### src/rtl/dmem_align_ctrl.sv
// -----------------------------------------------------------------------------
// dmem_align_ctrl
//
// Data-memory access controller between the CPU load/store port and a
// word-organised synchronous data SRAM. Byte, half and word accesses at any
// byte address become word-wide SRAM transactions with byte enables. An access
// that crosses a word boundary is split into two SRAM accesses, and the CPU is
// stalled until it completes. Load data is sign- or zero-extended and returned
// through a register.
//
// Ports
//   clk           system clock, all state on the rising edge
//   reset         synchronous, active-high reset
//   cpu_rd_en     load request (level, held until cpu_done)
//   cpu_wr_en     store request (level, held until cpu_done)
//   cpu_addr      byte address
//   cpu_sz        00 byte, 01 half, 10 word, 11 illegal
//   cpu_unsigned  zero-extend load data
//   cpu_din       store data, right-justified
//   cpu_dout      extended load data, registered
//   cpu_stall     CPU must hold PC and request
//   cpu_done      access completes this cycle
//   cpu_err       illegal request, asserted together with cpu_done
//   mem_en        SRAM access strobe
//   mem_we        SRAM write
//   mem_addr      SRAM word address
//   mem_be        byte enables, bit i = byte lane i
//   mem_wdata     lane-aligned write data
//   mem_rdata     SRAM read data, valid the cycle after a read strobe
// -----------------------------------------------------------------------------
module dmem_align_ctrl #(
  parameter int DMEM_DEPTH      = 1024,
  parameter int WORD_ADDR_WIDTH = 10,
  parameter int ADDR_WIDTH      = 12
) (
  input  logic                       clk,
  input  logic                       reset,
  input  logic                       cpu_rd_en,
  input  logic                       cpu_wr_en,
  input  logic [ADDR_WIDTH-1:0]      cpu_addr,
  input  logic [1:0]                 cpu_sz,
  input  logic                       cpu_unsigned,
  input  logic [31:0]                cpu_din,
  output logic [31:0]                cpu_dout,
  output logic                       cpu_stall,
  output logic                       cpu_done,
  output logic                       cpu_err,
  output logic                       mem_en,
  output logic                       mem_we,
  output logic [WORD_ADDR_WIDTH-1:0] mem_addr,
  output logic [3:0]                 mem_be,
  output logic [31:0]                mem_wdata,
  input  logic [31:0]                mem_rdata
);

  typedef enum logic [1:0] {
    IDLE  = 2'd0,
    RD_LO = 2'd1,
    RD_HI = 2'd2,
    WR_HI = 2'd3
  } state_t;

  localparam logic [WORD_ADDR_WIDTH-1:0] LAST_WORD = WORD_ADDR_WIDTH'(DMEM_DEPTH - 1);

  state_t state_q, state_d;

  // Request fields held for the second half of a multi-cycle access.
  logic [1:0]                 off_q;
  logic [1:0]                 sz_q;
  logic                       uns_q;
  logic                       split_q;
  logic [WORD_ADDR_WIDTH-1:0] addr_hi_q;
  logic [3:0]                 be_hi_q;
  logic [31:0]                wdata_hi_q;
  logic [31:0]                lo_buf;
  logic [31:0]                dout_q;

  // ---------------------------------------------------------------------------
  // Request decode
  // ---------------------------------------------------------------------------
  logic [1:0]                 off;
  logic [2:0]                 nbytes;
  logic [3:0]                 mask;
  logic                       split;
  logic [WORD_ADDR_WIDTH-1:0] addr_lo;
  logic [WORD_ADDR_WIDTH-1:0] addr_hi;
  logic [7:0]                 be_wide;
  logic [63:0]                wdata_wide;
  logic                       req;
  logic                       illegal;

  always_comb begin
    off     = cpu_addr[1:0];
    addr_lo = cpu_addr[ADDR_WIDTH-1:2];
    // The word after the last one is word 0.
    addr_hi = (addr_lo == LAST_WORD) ? '0 : addr_lo + 1'b1;

    case (cpu_sz)
      2'b00:   begin nbytes = 3'd1; mask = 4'b0001; end
      2'b01:   begin nbytes = 3'd2; mask = 4'b0011; end
      default: begin nbytes = 3'd4; mask = 4'b1111; end
    endcase

    split = ({1'b0, off} + nbytes) > 3'd4;

    // Shifting into a double-width field yields both halves at once: the low
    // nibble/word is the first access, the high part is what spills into the
    // next word (mask >> (4-off), din >> 8*(4-off)).
    be_wide    = {4'b0000, mask} << off;
    wdata_wide = {32'h0, cpu_din} << {off, 3'b000};

    req     = cpu_rd_en | cpu_wr_en;
    illegal = req & ((cpu_sz == 2'b11) | (cpu_rd_en & cpu_wr_en));
  end

  // ---------------------------------------------------------------------------
  // Load data alignment and extension
  // ---------------------------------------------------------------------------
  function automatic logic [31:0] extend(input logic [1:0]  sz,
                                         input logic        uns,
                                         input logic [31:0] raw);
    case (sz)
      2'b00:   extend = {{24{raw[7]  & ~uns}}, raw[7:0]};
      2'b01:   extend = {{16{raw[15] & ~uns}}, raw[15:0]};
      default: extend = raw;
    endcase
  endfunction

  logic [63:0] rd_window;
  logic [63:0] rd_shifted;
  logic [31:0] rd_ext;

  always_comb begin
    // An unsplit load only ever sees one word; a split load combines the
    // buffered low word with the word arriving now.
    rd_window  = split_q ? {mem_rdata, lo_buf} : {32'h0, mem_rdata};
    rd_shifted = rd_window >> {off_q, 3'b000};
    rd_ext     = extend(sz_q, uns_q, rd_shifted[31:0]);
  end

  // ---------------------------------------------------------------------------
  // Next state and outputs
  // ---------------------------------------------------------------------------
  logic latch_req;
  logic capture_lo;
  logic load_dout;

  always_comb begin
    // NOTE: every signal assigned here gets a default first so that no path
    // through the case statement leaves one unassigned and infers a latch.
    state_d    = state_q;
    latch_req  = 1'b0;
    capture_lo = 1'b0;
    load_dout  = 1'b0;
    mem_en     = 1'b0;
    mem_we     = 1'b0;
    mem_addr   = '0;
    mem_be     = 4'b0000;
    mem_wdata  = 32'h0;
    cpu_done   = 1'b0;
    cpu_err    = 1'b0;

    if (!reset) begin
      unique case (state_q)
        IDLE: begin
          if (illegal) begin
            cpu_done = 1'b1;
            cpu_err  = 1'b1;
          end else if (cpu_rd_en) begin
            mem_en    = 1'b1;
            mem_addr  = addr_lo;
            latch_req = 1'b1;
            state_d   = RD_LO;
          end else if (cpu_wr_en) begin
            mem_en    = 1'b1;
            mem_we    = 1'b1;
            mem_addr  = addr_lo;
            mem_be    = be_wide[3:0];
            mem_wdata = wdata_wide[31:0];
            if (split) begin
              latch_req = 1'b1;
              state_d   = WR_HI;
            end else begin
              cpu_done = 1'b1;
            end
          end
        end

        RD_LO: begin
          if (split_q) begin
            capture_lo = 1'b1;
            mem_en     = 1'b1;
            mem_addr   = addr_hi_q;
            state_d    = RD_HI;
          end else begin
            load_dout = 1'b1;
            cpu_done  = 1'b1;
            state_d   = IDLE;
          end
        end

        RD_HI: begin
          load_dout = 1'b1;
          cpu_done  = 1'b1;
          state_d   = IDLE;
        end

        WR_HI: begin
          mem_en    = 1'b1;
          mem_we    = 1'b1;
          mem_addr  = addr_hi_q;
          mem_be    = be_hi_q;
          mem_wdata = wdata_hi_q;
          cpu_done  = 1'b1;
          state_d   = IDLE;
        end

        default: state_d = IDLE;
      endcase
    end

    cpu_stall = ~reset & req & ~cpu_done;
  end

  // ---------------------------------------------------------------------------
  // State and data registers
  // ---------------------------------------------------------------------------
  always_ff @(posedge clk) begin
    // NOTE: sequential state uses non-blocking assignments so every register
    // samples the values from before this edge, independent of statement order.
    if (reset) begin
      // NOTE: lo_buf and the other data registers are cleared too; an
      // abandoned split load must leave nothing behind that could leak into a
      // later result.
      state_q    <= IDLE;
      off_q      <= 2'b00;
      sz_q       <= 2'b00;
      uns_q      <= 1'b0;
      split_q    <= 1'b0;
      addr_hi_q  <= '0;
      be_hi_q    <= 4'b0000;
      wdata_hi_q <= 32'h0;
      lo_buf     <= 32'h0;
      dout_q     <= 32'h0;
    end else begin
      state_q <= state_d;
      if (latch_req) begin
        off_q      <= off;
        sz_q       <= cpu_sz;
        uns_q      <= cpu_unsigned;
        split_q    <= split;
        addr_hi_q  <= addr_hi;
        be_hi_q    <= be_wide[7:4];
        wdata_hi_q <= wdata_wide[63:32];
      end
      if (capture_lo) begin
        lo_buf <= mem_rdata;
      end
      if (load_dout) begin
        dout_q <= rd_ext;
      end
    end
  end

  assign cpu_dout = dout_q;

endmodule

### config.mk
export PLATFORM = sky130hd
export DESIGN_NAME = dmem_align_ctrl
export DESIGN_NICKNAME = d
export VERILOG_FILES = /design/src/rtl/dmem_align_ctrl.sv
export SDC_FILE = /design/constraint.sdc
export NUM_CORES = 1
export LEC_CHECK = 0
export BUFFER_PORTS_ARGS = -buffer_cell sky130_fd_sc_hd__buf_2
export CORE_MARGIN = 4
export CORE_UTILIZATION = 50
export CTS_CLUSTER_SIZE = 24
export DETAILED_ROUTE_END_ITERATION = 8
export PLACE_DENSITY = 0.76
export SLEW_MARGIN = 20
export SYNTH_ARGS = -nofsm -noshare
export SYNTH_HDL_FRONTEND = slang
export SYNTH_SLANG_ARGS = --single-unit
### constraint.sdc
create_clock -name clk -period 2.55 [get_ports clk]
set_input_delay 0.1275 -clock clk [delete_from_list [all_inputs] [get_ports clk]]
set_output_delay 0.1275 -clock clk [all_outputs]
set_load 0.01 [all_outputs]
==> results by group <==
Global routing
  – GRT Resource Usage Total: 0.2642
  – Pin count of the biggest net entering global routing: 62
  – Antenna violations before repair: 0
  – Number of global-route vias before repair: 5916
  – Total gr overflow: 0
  – Global-route wire length before repair: 31230 microns

Detailed routing
  – Drt total wl: 19820 microns
  – Via Count: 6564
  – DRC errors left: 0
  – Final antenna-violating net count: 0
  – First-pass DRT Iterations: 6
  – Initial detailed-routing violation count: 623
  – Average wire per cell in the routed design: 18.25 microns
  – Mean number of vias per cell: 6.044

STA
  – Final number of hold-violating endpoints: 0
  – Period minus WS final: 2.429 ns
  – Share of the clock period used by the worst path after layout: 0.9524
  – Fmax: 0.4117 GHz
  – Setup ws final: 0.1213 ns
  – Unrepaired setup endpoints after global routing: false
  – Setup clock skew after layout: 0.01052 ns
  – Setup Total Neg Slack: 0 ns
  – Pin slew with the least headroom to its limit: 0.6832 ns
  – Total of endpoints with negative setup slack in the final report: 0
  – Count of final max-slew check failures: 0
  – Normalized max-slew margin: 0.5445

Clocking
  – Number of buffers added by the clock tree synthesis step: 9
  – Number of H-tree levels: 3
  – Longest Clk Path Bufs: 2
  – Clock Root Buffer: sky130_fd_sc_hd__clkbuf_16
  – Clock Sink Count: 109
  – Later-pin clock latency in the skew report: 0.37 ns
  – CTS tree: built
  – Clock-pin slew of the registers on the worst-case setup and hold paths: 0.08 ns

Die
  – Chip height: 122.0 microns
  – Count of standard-cell rows: 41
  – Die span in x: 122.0 microns
  – Io pins: 166
  – Die Outline Area: 14880 sq um
  – Initial Utilization: 0.5126
  – Core region area: 12670 sq um

Placement
  – Number of input and output port buffers inserted: 165
  – Placed wire-length estimate after detailed placement: 14440 microns
  – Gpl congestion: 0.8982
  – Post-place instance area: 7471 sq um
  – Place WS: 0.1842 ns
  – Number of placed instances with taps included: 1065

Setup path
  – Max FO, Critical Path: 9
  – CP Data Required Time: 2.42 ns
  – Arrival time of the worst setup path: 2.30 ns
  – Category of the most critical setup path: flip-flop to output port
  – CP startpoint kind: flip-flop
  – Type of element capturing the critical path: output port

Power and ir drop
  – VDD IR-drop max: 0.0003872 V
  – Static leakage power: 3.161 nW
  – Power per unit of standard cell area: 564.4 nW/um^2

Synthesis
  – Summed instance area of the synthesized netlist: 6495 sq um
  – Count of flip-flops with a built-in enable after synthesis: 0
  – Syn. warnings: 0
  – Number of cells produced by synthesis: 770
  – Syn_nets: 861
  – Mean post-synth cell area: 8.435 sq um
  – Flip-flop and latch count after synthesis: 109
  – Post-synth top flop: sky130_fd_sc_hd__dfxtp_1
  – Share of flip-flops with an asynchronous set or reset: 0
  – Number of distinct library cell variants in the gate-level netlist after synthesis: 50
  – Share of synthesized area occupied by flip-flops and latches: 0.3360

Cells and area
  – Finished layout cell area: 7856 sq um
  – Ratio of cells with drive above 1 in the final layout: 0.2801
  – Fin cells: 1086
  – Diode count: 0
  – Most common cell after layout, fill and taps aside: sky130_fd_sc_hd__buf_2
  – # nets final: 1000
  – Area added between synthesis and finish: 20.96%
  – Most used cells in the layout excluding fill and tap cells: sky130_fd_sc_hd__buf_2, sky130_fd_sc_hd__nand2_1, sky130_fd_sc_hd__dfxtp_1, sky130_fd_sc_hd__nor2_1, sky130_fd_sc_hd__mux2i_1

Job
  – Max-Cap Viols: 0

Min path
  – Hold Crit Class: input port to flip-flop

Status
  – Run status: finished, final reports clean
repair_timing:
| item | CTS | global route |
|---|---|---|
| pin swaps | 1 | 1 |
| hold buffers | 4 | 0 |
| setup buffers | 1 | 0 |
| resized for setup | 8 | 0 |
| endpoints found under the setup margin | 35 | 1 |
| endpoints found under the hold margin | 4 | 0 |
registers in the layout, indices dropped and copies added, names as in the netlist:
signal	cells
wdata_hi_q	24
addr_hi_q	10
cpu_dout	32
be_hi_q	3
split_q	1
sz_q	2
state_q	2
off_q	2
lo_buf	32
uns_q	1
critical path, cell delays in order (launching register included):
cell and delay [ns]:
sky130_fd_sc_hd__dfxtp_1 0.37, sky130_fd_sc_hd__inv_1 0.11, sky130_fd_sc_hd__ha_4 0.27, sky130_fd_sc_hd__or4_4 0.58, sky130_fd_sc_hd__nand2b_4 0.22, sky130_fd_sc_hd__o21ai_0 0.21
sky130_fd_sc_hd__buf_2 0.17
through the flow:
step / util / hold WS [ns] / power (mW)
after global routing: 0.6200 / 0.006256 / 4.626
after global placement: 0.5895 / 0.3623 / 2.978
final: 0.6200 / 0.007257 / 4.434
after floorplan: - / 0.2152 / 2.595
after CTS: 0.6200 / 0.001251 / 4.438
after detailed placement: 0.5896 / 0.3719 / 2.989
per-layer routing:
| layer | track usage | routed length [microns] | vias up |
|---|---|---|---|
| met3 | 0.06082 | 1590 | 33 |
| li1 | - | - | 3151 |
| met5 | 0 | 0 | - |
| met2 | 0.4078 | 9152 | 255 |
| met1 | 0.3734 | 8751 | 3125 |
| met4 | 0.06933 | 327 | 0 |
Yosys cell counts, types with 3 or more instances:
cell type | number | area, sq um
sky130_fd_sc_hd__dfxtp_1 | 109 | 2182
sky130_fd_sc_hd__nand2_1 | 109 | 409.1
sky130_fd_sc_hd__nor2_1 | 61 | 229.0
sky130_fd_sc_hd__mux2i_1 | 55 | 550.5
sky130_fd_sc_hd__a21oi_1 | 49 | 245.2
sky130_fd_sc_hd__clkbuf_1 | 43 | 161.4
sky130_fd_sc_hd__o21ai_0 | 36 | 180.2
sky130_fd_sc_hd__o2bb2ai_1 | 29 | 254.0
sky130_fd_sc_hd__a211oi_1 | 26 | 195.2
sky130_fd_sc_hd__mux2_2 | 19 | 214.0
sky130_fd_sc_hd__a22oi_1 | 18 | 135.1
sky130_fd_sc_hd__buf_2 | 18 | 90.09
sky130_fd_sc_hd__a22o_1 | 17 | 148.9
sky130_fd_sc_hd__o32ai_1 | 16 | 140.1
sky130_fd_sc_hd__nand3_1 | 12 | 60.06
sky130_fd_sc_hd__a32o_1 | 11 | 110.1
sky130_fd_sc_hd__o22ai_1 | 11 | 68.82
sky130_fd_sc_hd__or2_2 | 10 | 62.56
sky130_fd_sc_hd__nor2b_1 | 9 | 56.30
sky130_fd_sc_hd__a31oi_1 | 8 | 50.05
sky130_fd_sc_hd__inv_1 | 8 | 30.03
sky130_fd_sc_hd__mux4_2 | 8 | 180.2
sky130_fd_sc_hd__nand2b_1 | 8 | 50.05
sky130_fd_sc_hd__o2111ai_1 | 8 | 70.07
sky130_fd_sc_hd__a311oi_1 | 7 | 61.31
sky130_fd_sc_hd__ha_1 | 7 | 87.58
sky130_fd_sc_hd__o211ai_1 | 7 | 52.55
sky130_fd_sc_hd__and2_1 | 5 | 31.28
sky130_fd_sc_hd__xor2_1 | 5 | 43.79
sky130_fd_sc_hd__a21o_1 | 4 | 30.03
sky130_fd_sc_hd__and3_1 | 4 | 25.02
sky130_fd_sc_hd__nand4_1 | 4 | 25.02
sky130_fd_sc_hd__xnor2_1 | 4 | 35.03
sky130_fd_sc_hd__buf_1 | 3 | 11.26
where the power goes:
| part | total, mW | switching [mW] | internal [mW] | leakage, nW |
|---|---|---|---|---|
| Clock | 1.44 | 0.679 | 0.765 | 0.142 |
| Combinational | 1.11 | 0.646 | 0.464 | 2.14 |
| Sequential | 1.88 | 0.0777 | 1.80 | 0.884 |
| Total | 4.43 | 1.40 | 3.03 | 3.16 |
area by class of cell:
class	count	area [sq um]
Inverter	8	30.03
Timing Repair Buffer	196	1110
Multi-Input combinational cell	585	4019
Tap cell	172	215.2
Clock buffer	9	225.2
Clock inverter	7	72.57
Sequential cell	109	2185
Fill cell	1177	4815
kinds of logic after synthesis:
| logic type | Yosys count | share of synthesized area |
|---|---|---|
| muxes | 82 | 0.1454 |
| and+or+nand+nor | 232 | 0.1597 |
| AOI/OAI and AO/OA | 254 | 0.2793 |
| xor gates and xnor gates | 9 | 0.01214 |
| DFF | 109 | 0.3360 |
| adders and majority gates | 8 | 0.01657 |
| buffers and inverters | 76 | 0.05086 |
worst paths after layout:
path	startpoint	endpoint	slack [ns]	cells past startpoint
min	mem_rdata[28]	lo_buf[28]$_SDFFE_PP0P_	0.007	3
max reg2reg	split_q$_SDFFE_PP0P_	cpu_dout[1]$_SDFFE_PP0P_	0.29	5
min reg2reg	lo_buf[24]$_SDFFE_PP0P_	lo_buf[24]$_SDFFE_PP0P_	0.46	2
max	state_q[0]$_SDFFE_PP0P_	mem_be[1]	0.12	6
No activity file was read; power rests on OpenSTA's default activity.
